[src/rtl/led_matrix_pkg.sv]
// -----------------------------------------------------------------------------
// led_matrix_pkg
// Shared definitions for the LED matrix command path: opcode bytes accepted by
// command_sequencer, the sequencer state encoding, and the number of argument
// bytes that follow each multi-byte opcode.
// No ports (package only).
// -----------------------------------------------------------------------------
package led_matrix_pkg;

    // Single-byte opcodes (ASCII)
    localparam logic [7:0] OP_RED_SET   = 8'h52; // 'R'
    localparam logic [7:0] OP_RED_CLR   = 8'h72; // 'r'
    localparam logic [7:0] OP_GRN_SET   = 8'h47; // 'G'
    localparam logic [7:0] OP_GRN_CLR   = 8'h67; // 'g'
    localparam logic [7:0] OP_BLU_SET   = 8'h42; // 'B'
    localparam logic [7:0] OP_BLU_CLR   = 8'h62; // 'b'
    localparam logic [7:0] OP_CLR_FLAGS = 8'h58; // 'X'

    // Multi-byte opcodes (ASCII)
    localparam logic [7:0] OP_BRIGHT    = 8'h4C; // 'L' + level
    localparam logic [7:0] OP_PIXEL     = 8'h50; // 'P' + row, col, r, g, b
    localparam logic [7:0] OP_FILL      = 8'h46; // 'F' + r, g, b

    // Argument byte counts for the multi-byte opcodes
    localparam logic [2:0] ARGS_BRIGHT  = 3'd1;
    localparam logic [2:0] ARGS_PIXEL   = 3'd5;
    localparam logic [2:0] ARGS_FILL    = 3'd3;

    typedef enum logic [1:0] {
        ST_IDLE,
        ST_ARG,
        ST_WRITE,
        ST_FILL
    } state_t;

endpackage

[src/rtl/cmd_timeout_timer.sv]
// -----------------------------------------------------------------------------
// cmd_timeout_timer
// Inter-byte timeout counter for the command sequencer. Counts cycles while
// run_i is high and clear_i is low; expired_o flags the cycle in which the
// count reaches TIMEOUT_CYCLES.
// Ports:
//   clk_in     in  system clock
//   reset      in  asynchronous active-high reset
//   clear_i    in  restart the count (a byte arrived or not waiting)
//   run_i      in  count enable (waiting for an argument byte)
//   expired_o  out timeout reached in this cycle
// -----------------------------------------------------------------------------
module cmd_timeout_timer #(
    parameter int TIMEOUT_CYCLES = 70000,
    parameter int COUNT_WIDTH    = 17
) (
    input  logic clk_in,
    input  logic reset,
    input  logic clear_i,
    input  logic run_i,
    output logic expired_o
);

    localparam logic [COUNT_WIDTH-1:0] LAST_COUNT = COUNT_WIDTH'(TIMEOUT_CYCLES - 1);

    logic [COUNT_WIDTH-1:0] cnt_q;
    logic [COUNT_WIDTH-1:0] cnt_d;

    always_comb begin
        cnt_d = cnt_q;
        if (clear_i) begin
            cnt_d = '0;
        end else if (run_i && (cnt_q != LAST_COUNT)) begin
            cnt_d = cnt_q + COUNT_WIDTH'(1);
        end
    end

    always_ff @(posedge clk_in or posedge reset) begin
        if (reset) begin
            cnt_q <= '0;
        end else begin
            cnt_q <= cnt_d;
        end
    end

    // The count saturates at LAST_COUNT, so expiry is the TIMEOUT_CYCLES-th
    // consecutive waiting cycle without a byte.
    assign expired_o = run_i && !clear_i && (cnt_q == LAST_COUNT);

endmodule

[src/rtl/command_sequencer.sv]
// -----------------------------------------------------------------------------
// command_sequencer
// Parses bytes from the UART receiver into LED matrix commands: channel
// enables, brightness, single-pixel writes and full-panel fills. Drives the
// shared frame-buffer write port, holding each request until fb_wr_ready.
// Optional feature macro: CMD_TIMEOUT_EN -- when defined, an inter-byte
// timeout aborts a partially received command after TIMEOUT_CYCLES idle cycles.
// Ports:
//   clk_in        in  system clock
//   reset         in  asynchronous active-high reset
//   rx_data       in  received byte (qualified by rx_valid)
//   rx_valid      in  one-cycle byte strobe
//   rx_invalid    in  framing error for the current byte
//   fb_wr_ready   in  frame-buffer port accepts the write this cycle
//   fb_wr_en      out write request, held until accepted
//   fb_wr_addr    out write address {row, col}
//   fb_wr_data    out pixel {r, g, b}
//   enable_red/green/blue out channel enables
//   brightness    out global brightness
//   busy          out not in IDLE
//   error         out sticky: command aborted (framing error / timeout)
//   overrun       out sticky: byte dropped during WRITE or FILL
// -----------------------------------------------------------------------------
module command_sequencer
    import led_matrix_pkg::*;
#(
    parameter int ROW_WIDTH      = 5,
    parameter int COL_WIDTH      = 6,
    parameter int BRIGHT_WIDTH   = 4,
    parameter int TIMEOUT_CYCLES = 70000,
    parameter int TIMEOUT_WIDTH  = 17
) (
    input  logic                           clk_in,
    input  logic                           reset,
    input  logic [7:0]                     rx_data,
    input  logic                           rx_valid,
    input  logic                           rx_invalid,
    input  logic                           fb_wr_ready,
    output logic                           fb_wr_en,
    output logic [ROW_WIDTH+COL_WIDTH-1:0] fb_wr_addr,
    output logic [23:0]                    fb_wr_data,
    output logic                           enable_red,
    output logic                           enable_green,
    output logic                           enable_blue,
    output logic [BRIGHT_WIDTH-1:0]        brightness,
    output logic                           busy,
    output logic                           error,
    output logic                           overrun
);

    localparam int ADDR_WIDTH = ROW_WIDTH + COL_WIDTH;

    state_t                  state_q,   state_d;
    logic [7:0]              op_q,      op_d;
    logic [2:0]              arg_cnt_q, arg_cnt_d;
    logic [2:0]              arg_idx_q, arg_idx_d;
    logic [3:0][7:0]         args_q,    args_d;     // last argument is used straight from rx_data
    logic                    en_red_q,  en_red_d;
    logic                    en_grn_q,  en_grn_d;
    logic                    en_blu_q,  en_blu_d;
    logic [BRIGHT_WIDTH-1:0] bright_q,  bright_d;
    logic                    wr_en_q,   wr_en_d;
    logic [ADDR_WIDTH-1:0]   addr_q,    addr_d;
    logic [23:0]             data_q,    data_d;
    logic                    error_q,   error_d;
    logic                    overrun_q, overrun_d;

    logic                    timeout_expired;

`ifdef CMD_TIMEOUT_EN
    logic timer_run;
    logic timer_clear;

    // The timer only runs while waiting for arguments; any byte restarts it.
    assign timer_run   = (state_q == ST_ARG);
    assign timer_clear = rx_valid || !timer_run;

    cmd_timeout_timer #(
        .TIMEOUT_CYCLES (TIMEOUT_CYCLES),
        .COUNT_WIDTH    (TIMEOUT_WIDTH)
    ) u_timeout (
        .clk_in    (clk_in),
        .reset     (reset),
        .clear_i   (timer_clear),
        .run_i     (timer_run),
        .expired_o (timeout_expired)
    );
`else
    logic [31:0] unused_timeout_cfg;
    assign unused_timeout_cfg = 32'(TIMEOUT_CYCLES) ^ 32'(TIMEOUT_WIDTH);
    assign timeout_expired    = 1'b0;
`endif

    always_comb begin
        state_d   = state_q;
        op_d      = op_q;
        arg_cnt_d = arg_cnt_q;
        arg_idx_d = arg_idx_q;
        args_d    = args_q;
        en_red_d  = en_red_q;
        en_grn_d  = en_grn_q;
        en_blu_d  = en_blu_q;
        bright_d  = bright_q;
        wr_en_d   = wr_en_q;
        addr_d    = addr_q;
        data_d    = data_q;
        error_d   = error_q;
        overrun_d = overrun_q;

        case (state_q)
            ST_IDLE: begin
                // Bytes with a framing error are silently skipped here.
                if (rx_valid && !rx_invalid) begin
                    case (rx_data)
                        OP_RED_SET:   en_red_d = 1'b1;
                        OP_RED_CLR:   en_red_d = 1'b0;
                        OP_GRN_SET:   en_grn_d = 1'b1;
                        OP_GRN_CLR:   en_grn_d = 1'b0;
                        OP_BLU_SET:   en_blu_d = 1'b1;
                        OP_BLU_CLR:   en_blu_d = 1'b0;
                        OP_CLR_FLAGS: begin
                            error_d   = 1'b0;
                            overrun_d = 1'b0;
                        end
                        OP_BRIGHT, OP_PIXEL, OP_FILL: begin
                            op_d      = rx_data;
                            arg_idx_d = 3'd0;
                            arg_cnt_d = (rx_data == OP_BRIGHT) ? ARGS_BRIGHT :
                                        (rx_data == OP_PIXEL)  ? ARGS_PIXEL  : ARGS_FILL;
                            state_d   = ST_ARG;
                        end
                        default: ;
                    endcase
                end
            end

            ST_ARG: begin
                if (rx_valid) begin
                    if (rx_invalid) begin
                        error_d = 1'b1;
                        state_d = ST_IDLE;
                    end else if (arg_idx_q == (arg_cnt_q - 3'd1)) begin
                        // Final argument: act on it directly from rx_data.
                        case (op_q)
                            OP_BRIGHT: begin
                                bright_d = rx_data[BRIGHT_WIDTH-1:0];
                                state_d  = ST_IDLE;
                            end
                            OP_PIXEL: begin
                                addr_d  = {args_q[0][ROW_WIDTH-1:0], args_q[1][COL_WIDTH-1:0]};
                                data_d  = {args_q[2], args_q[3], rx_data};
                                wr_en_d = 1'b1;
                                state_d = ST_WRITE;
                            end
                            OP_FILL: begin
                                addr_d  = '0;
                                data_d  = {args_q[0], args_q[1], rx_data};
                                wr_en_d = 1'b1;
                                state_d = ST_FILL;
                            end
                            default: state_d = ST_IDLE;
                        endcase
                    end else begin
                        args_d[arg_idx_q[1:0]] = rx_data;
                        arg_idx_d              = arg_idx_q + 3'd1;
                    end
                end else if (timeout_expired) begin
                    error_d = 1'b1;
                    state_d = ST_IDLE;
                end
            end

            ST_WRITE: begin
                if (rx_valid) begin
                    overrun_d = 1'b1;
                end
                if (fb_wr_ready) begin
                    wr_en_d = 1'b0;
                    state_d = ST_IDLE;
                end
            end

            ST_FILL: begin
                if (rx_valid) begin
                    overrun_d = 1'b1;
                end
                if (fb_wr_ready) begin
                    if (&addr_q) begin
                        wr_en_d = 1'b0;
                        state_d = ST_IDLE;
                    end else begin
                        addr_d = addr_q + ADDR_WIDTH'(1);
                    end
                end
            end

            default: state_d = ST_IDLE;
        endcase
    end

    always_ff @(posedge clk_in or posedge reset) begin
        if (reset) begin
            state_q   <= ST_IDLE;
            op_q      <= '0;
            arg_cnt_q <= '0;
            arg_idx_q <= '0;
            args_q    <= '0;
            en_red_q  <= 1'b1;
            en_grn_q  <= 1'b1;
            en_blu_q  <= 1'b1;
            bright_q  <= '1;
            wr_en_q   <= 1'b0;
            addr_q    <= '0;
            data_q    <= '0;
            error_q   <= 1'b0;
            overrun_q <= 1'b0;
        end else begin
            state_q   <= state_d;
            op_q      <= op_d;
            arg_cnt_q <= arg_cnt_d;
            arg_idx_q <= arg_idx_d;
            args_q    <= args_d;
            en_red_q  <= en_red_d;
            en_grn_q  <= en_grn_d;
            en_blu_q  <= en_blu_d;
            bright_q  <= bright_d;
            wr_en_q   <= wr_en_d;
            addr_q    <= addr_d;
            data_q    <= data_d;
            error_q   <= error_d;
            overrun_q <= overrun_d;
        end
    end

    assign fb_wr_en     = wr_en_q;
    assign fb_wr_addr   = addr_q;
    assign fb_wr_data   = data_q;
    assign enable_red   = en_red_q;
    assign enable_green = en_grn_q;
    assign enable_blue  = en_blu_q;
    assign brightness   = bright_q;
    assign busy         = (state_q != ST_IDLE);
    assign error        = error_q;
    assign overrun      = overrun_q;

endmodule
[config.mk]
export PLATFORM = sky130hd
export DESIGN_NAME = command_sequencer
export DESIGN_NICKNAME = d
export VERILOG_FILES = /design/src/rtl/led_matrix_pkg.sv /design/src/rtl/cmd_timeout_timer.sv /design/src/rtl/command_sequencer.sv
export SDC_FILE = /design/constraint.sdc
export NUM_CORES = 1
export LEC_CHECK = 0
export CAP_MARGIN = 20
export CORE_ASPECT_RATIO = 1.1
export CORE_MARGIN = 3
export CORE_UTILIZATION = 55
export CTS_CLUSTER_DIAMETER = 30
export DETAILED_ROUTE_END_ITERATION = 7
export PLACE_DENSITY_LB_ADDON = 0.08
export SLEW_MARGIN = 15
export SYNTH_ARGS = -nofsm -noshare
export SYNTH_HDL_FRONTEND = slang
export SYNTH_SLANG_ARGS = --single-unit
[constraint.sdc]
create_clock -name clk_in -period 4.6 [get_ports clk_in]
set_clock_uncertainty 0.2 [all_clocks]
set_input_delay 1.38 -clock clk_in [delete_from_list [all_inputs] [get_ports clk_in]]
set_output_delay 1.38 -clock clk_in [all_outputs]
set_load 0.005 [all_outputs]
==> impl_results.md <==
* CP max stage delay at around 560 ps
* Top delay family on crit path: simple AND/OR/NAND/NOR gates
* Syn-to-layout area delta at 20.2%
* Unrepaired setup endpoints after global routing: no
* Met3 WL at 478 um
* Sink Count at 93
* Initial antenna violation count at 0
* Worst path cell trace: clkdlybuf4s50_1 > or3b_1 > or4_4 > o21bai_1 > mux2_1
* Synthesis Warnings at 0
* Final nets at 482
* Crit path capture type: flip-flop
* Buffers on Ports at a little under 60
* H-tree depth at 3
* Wire length on met1 at 4.23 mm
* Via count at 3,333
* Number of synthesized register bits at 93
* Routed wire length at between 9 and 10 mm
* Final core utilization at between 60% and 70%
* Hold Fails Final Rpt at 0
* Yosys cell types at 55
* # rows at 33
* Post-Syn Area per Cell at 10.8 um^2
* P_int at 0.00108 W
* Final non-filler cell total at 573
* Clk root buf: clkbuf_8
* Maximum VDD drop at 128 uV
* DR iter-0 viols at 190
* Max Clk Rate at between 0.2 and 0.3 GHz
* I/O Pins at 59
* CTS tree: built
* GPL Wtd Cong at 0.890
* Filler Cells Inserted at 593
* Post-synth EDFFs at 0
* Wire length on met2 at 4.60 mm
* DR vias/cell at around 5.8
* Gr usage total at a little under a quarter
* Critical path required time at 4640 ps
* Max cap viols at 0
* Avg WL per Cell at roughly 17 um
* Mapped Area at about 0.0044 mm^2
* Routed Antenna Nets at 0
* Full die area at 0.00912 mm^2
* Pwr dens at 275 mW/mm^2
* Skew-Pair Late Insertion Delay at 360 ps
* Min cycle time layout at 3670 ps
* Slew @ Worst Pin at 923 ps
* Commonest non-fill, non-tap cells in the layout: dfrtp_1 (86), clkdlybuf4s50_1 (58), mux2_2 (50)
* Reg clk slew, reported paths at 90 ps
* Crit-path slowest cell: clkdlybuf4s50_1
* CP Buf/Inv Count at 1
* Post-DP HPWL at 6.87 mm
* Top FF cell, synth: dfrtp_1
* Slew headroom at 37.9%
* First-pass GRT wire length at between 15 and 20 mm
* Sequential-to-total area share from yosys stat at 53.1%
* Stages on worst setup path at 5
* Hold Crit Class: flip-flop to flip-flop
* Reg2Reg Depth at 6
* Syn Nets at 426
* Clock power share at 35.6%
* Most common cell after layout, fill and taps aside: dfrtp_1
* Lkg Pwr at 2.33 nW
* Post CTS Setup Buffer Count at 0
* Number of cells on the worst hold path at 2
* Total congestion overflow at 0
* Hold buffers post-CTS at 0
* Clk buf depth at 2
* Switching power at 0.000378 W
* CP Max Fanout at 11
* Final period utilization at between 70% and 80%
* Residual DRC at 0
* DP Cell Count at approximately 560
* Worst setup SP type: primary input
* Sequential Area at 0.00234 mm^2
* Number of global-route vias before repair at 3,316
* Core outline area at roughly 0.0076 mm^2
* Post-cts sizing count at 0
* Max Used Layer: met4
* Syn Inst Count at 407
* Largest net degree at the start of global routing at ~40
* Tot Pwr at 0.00146 W
* Seq pwr share at slightly below 60%
* Initial Util at 58.0%
* Asr flop ratio synth at 100%
* Run status: finished, final reports clean
* CP Class: primary input to flip-flop
* Fin. max-slew vios at 0
* Sw Ratio at 26.0%
* CTS Buf Count at 9
* Pre-antenna DRT Iters at 4
* Die Span X at between 90 and 100 um
* Antenna diodes at 0
* Final setup viols at 0
* Arr. time, crit path at 3710 ps
* Area of the multi-input gates at 0.00195 mm^2
* Die Y-Extent at ~100 um
* Final TNS setup at 0 ps
* Combinational Power Share at under 10%
* Fraction of layout cells with a size suffix above 1 at just under 20%
[cell families after synthesis]
logic type	synth area share [%]
AOI/OAI and AO/OA	11.8
xor gates and xnor gates	0.909
adders and majority gates	1.70
buffers and inverters	2.76
DFF	53.1
muxes	13.3
and+or+nand+nor	16.5
[registers in the layout (all words and copies together), names as in the netlist]
signal and cells:
arg_idx_q 3, args_q 32, enable_green 1, state_q 2, overrun 1, brightness 4, error 1, op_q 8
fb_wr_en 1, fb_wr_addr 11, arg_cnt_q 3, enable_blue 1, fb_wr_data 24, enable_red 1
[per-stage QoR]
step / hold slack, ps / setup WS (ps) / cell area [um^2]
floorplan: 240 / 611 / 4400
global placement: 267 / 638 / 5100
detailed placement: 270 / 570 / 5100
CTS: 286 / 929 / 5290
global route: 304 / 844 / 5290
finish: 284 / 928 / 5290
[power groups by stage]
stage / combinational (W) / clock [W] / sequential [W]
floorplan: 0.0000581 / 0 / 0.000855
global placement: 0.0000936 / 0 / 0.000858
detailed placement: 0.0000960 / 0 / 0.000859
CTS: 0.0000965 / 0.000532 / 0.000843
global route: 0.000108 / 0.000569 / 0.000846
finish: 0.0000949 / 0.000518 / 0.000843
[worst reg2reg max path, delay by kind of cell (launching register included)]
family	cells	cell delay, ps
AND/OR/NAND/NOR	2	1090
XOR/XNOR	1	420
multiplexers	1	420
flip-flops	1	400
adder cells (fa/ha/maj)	1	170
buffers and inverters	1	60
[cell usage after synthesis, types with 2 or more instances]
| library cell | count | area, um^2 |
|---|---|---|
| dfstp_2 | 7 | 184 |
| o21bai_1 | 2 | 15.0 |
| and2_1 | 3 | 18.8 |
| mux2_2 | 50 | 563 |
| o31ai_1 | 3 | 22.5 |
| nor2_1 | 31 | 116 |
| nor2b_1 | 6 | 37.5 |
| nand2_1 | 49 | 184 |
| nand3_1 | 9 | 45.0 |
| a2bb2oi_1 | 2 | 17.5 |
| a311oi_1 | 2 | 17.5 |
| a31oi_1 | 27 | 169 |
| dfrtp_1 | 86 | 2150 |
| ha_1 | 6 | 75.1 |
| a21oi_1 | 25 | 125 |
| o21a_1 | 2 | 15.0 |
| clkbuf_1 | 14 | 52.6 |
| nand4_1 | 9 | 56.3 |
| nand4b_1 | 2 | 17.5 |
| xor2_1 | 2 | 17.5 |
| nor4_1 | 3 | 18.8 |
| nor3_1 | 3 | 15.0 |
| inv_1 | 8 | 30.0 |
| nand3b_1 | 3 | 22.5 |
| nand2b_1 | 5 | 31.3 |
| a22oi_1 | 2 | 15.0 |
| o21ai_0 | 10 | 50.1 |
| buf_2 | 7 | 35.0 |
| or4b_1 | 2 | 20.0 |
| or3b_2 | 2 | 17.5 |
[layer usage]
layer,up-vias,global-route usage (%)
met5,-,0
met4,0,8.58
met3,21,5.25
met2,97,36.4
met1,1630,30.9
li1,1585,-
[cell type report]
cell class	count	share of cell area (%)
clock buffer	9	2.34
clock inverter	7	1.18
inverter	8	0.591
multi-input combinational	284	36.8
sequential	93	44.1
tap	105	2.48
timing repair buffer	67	12.5
[worst paths after layout]
check | slack (ps) | endpoint | startpoint
min in group asynchronous | 1180 | fb_wr_data[4] | reset
setup reg to reg | 1770 | brightness[1] | arg_cnt_q[1]
setup / recovery | 930 | op_q[3] | rx_data[7]
max in group asynchronous | 2260 | brightness[1] | reset
hold reg to reg | 280 | enable_green | enable_green
hold / removal | 280 | enable_green | enable_green
No activity file was read; power rests on OpenSTA's default activity.
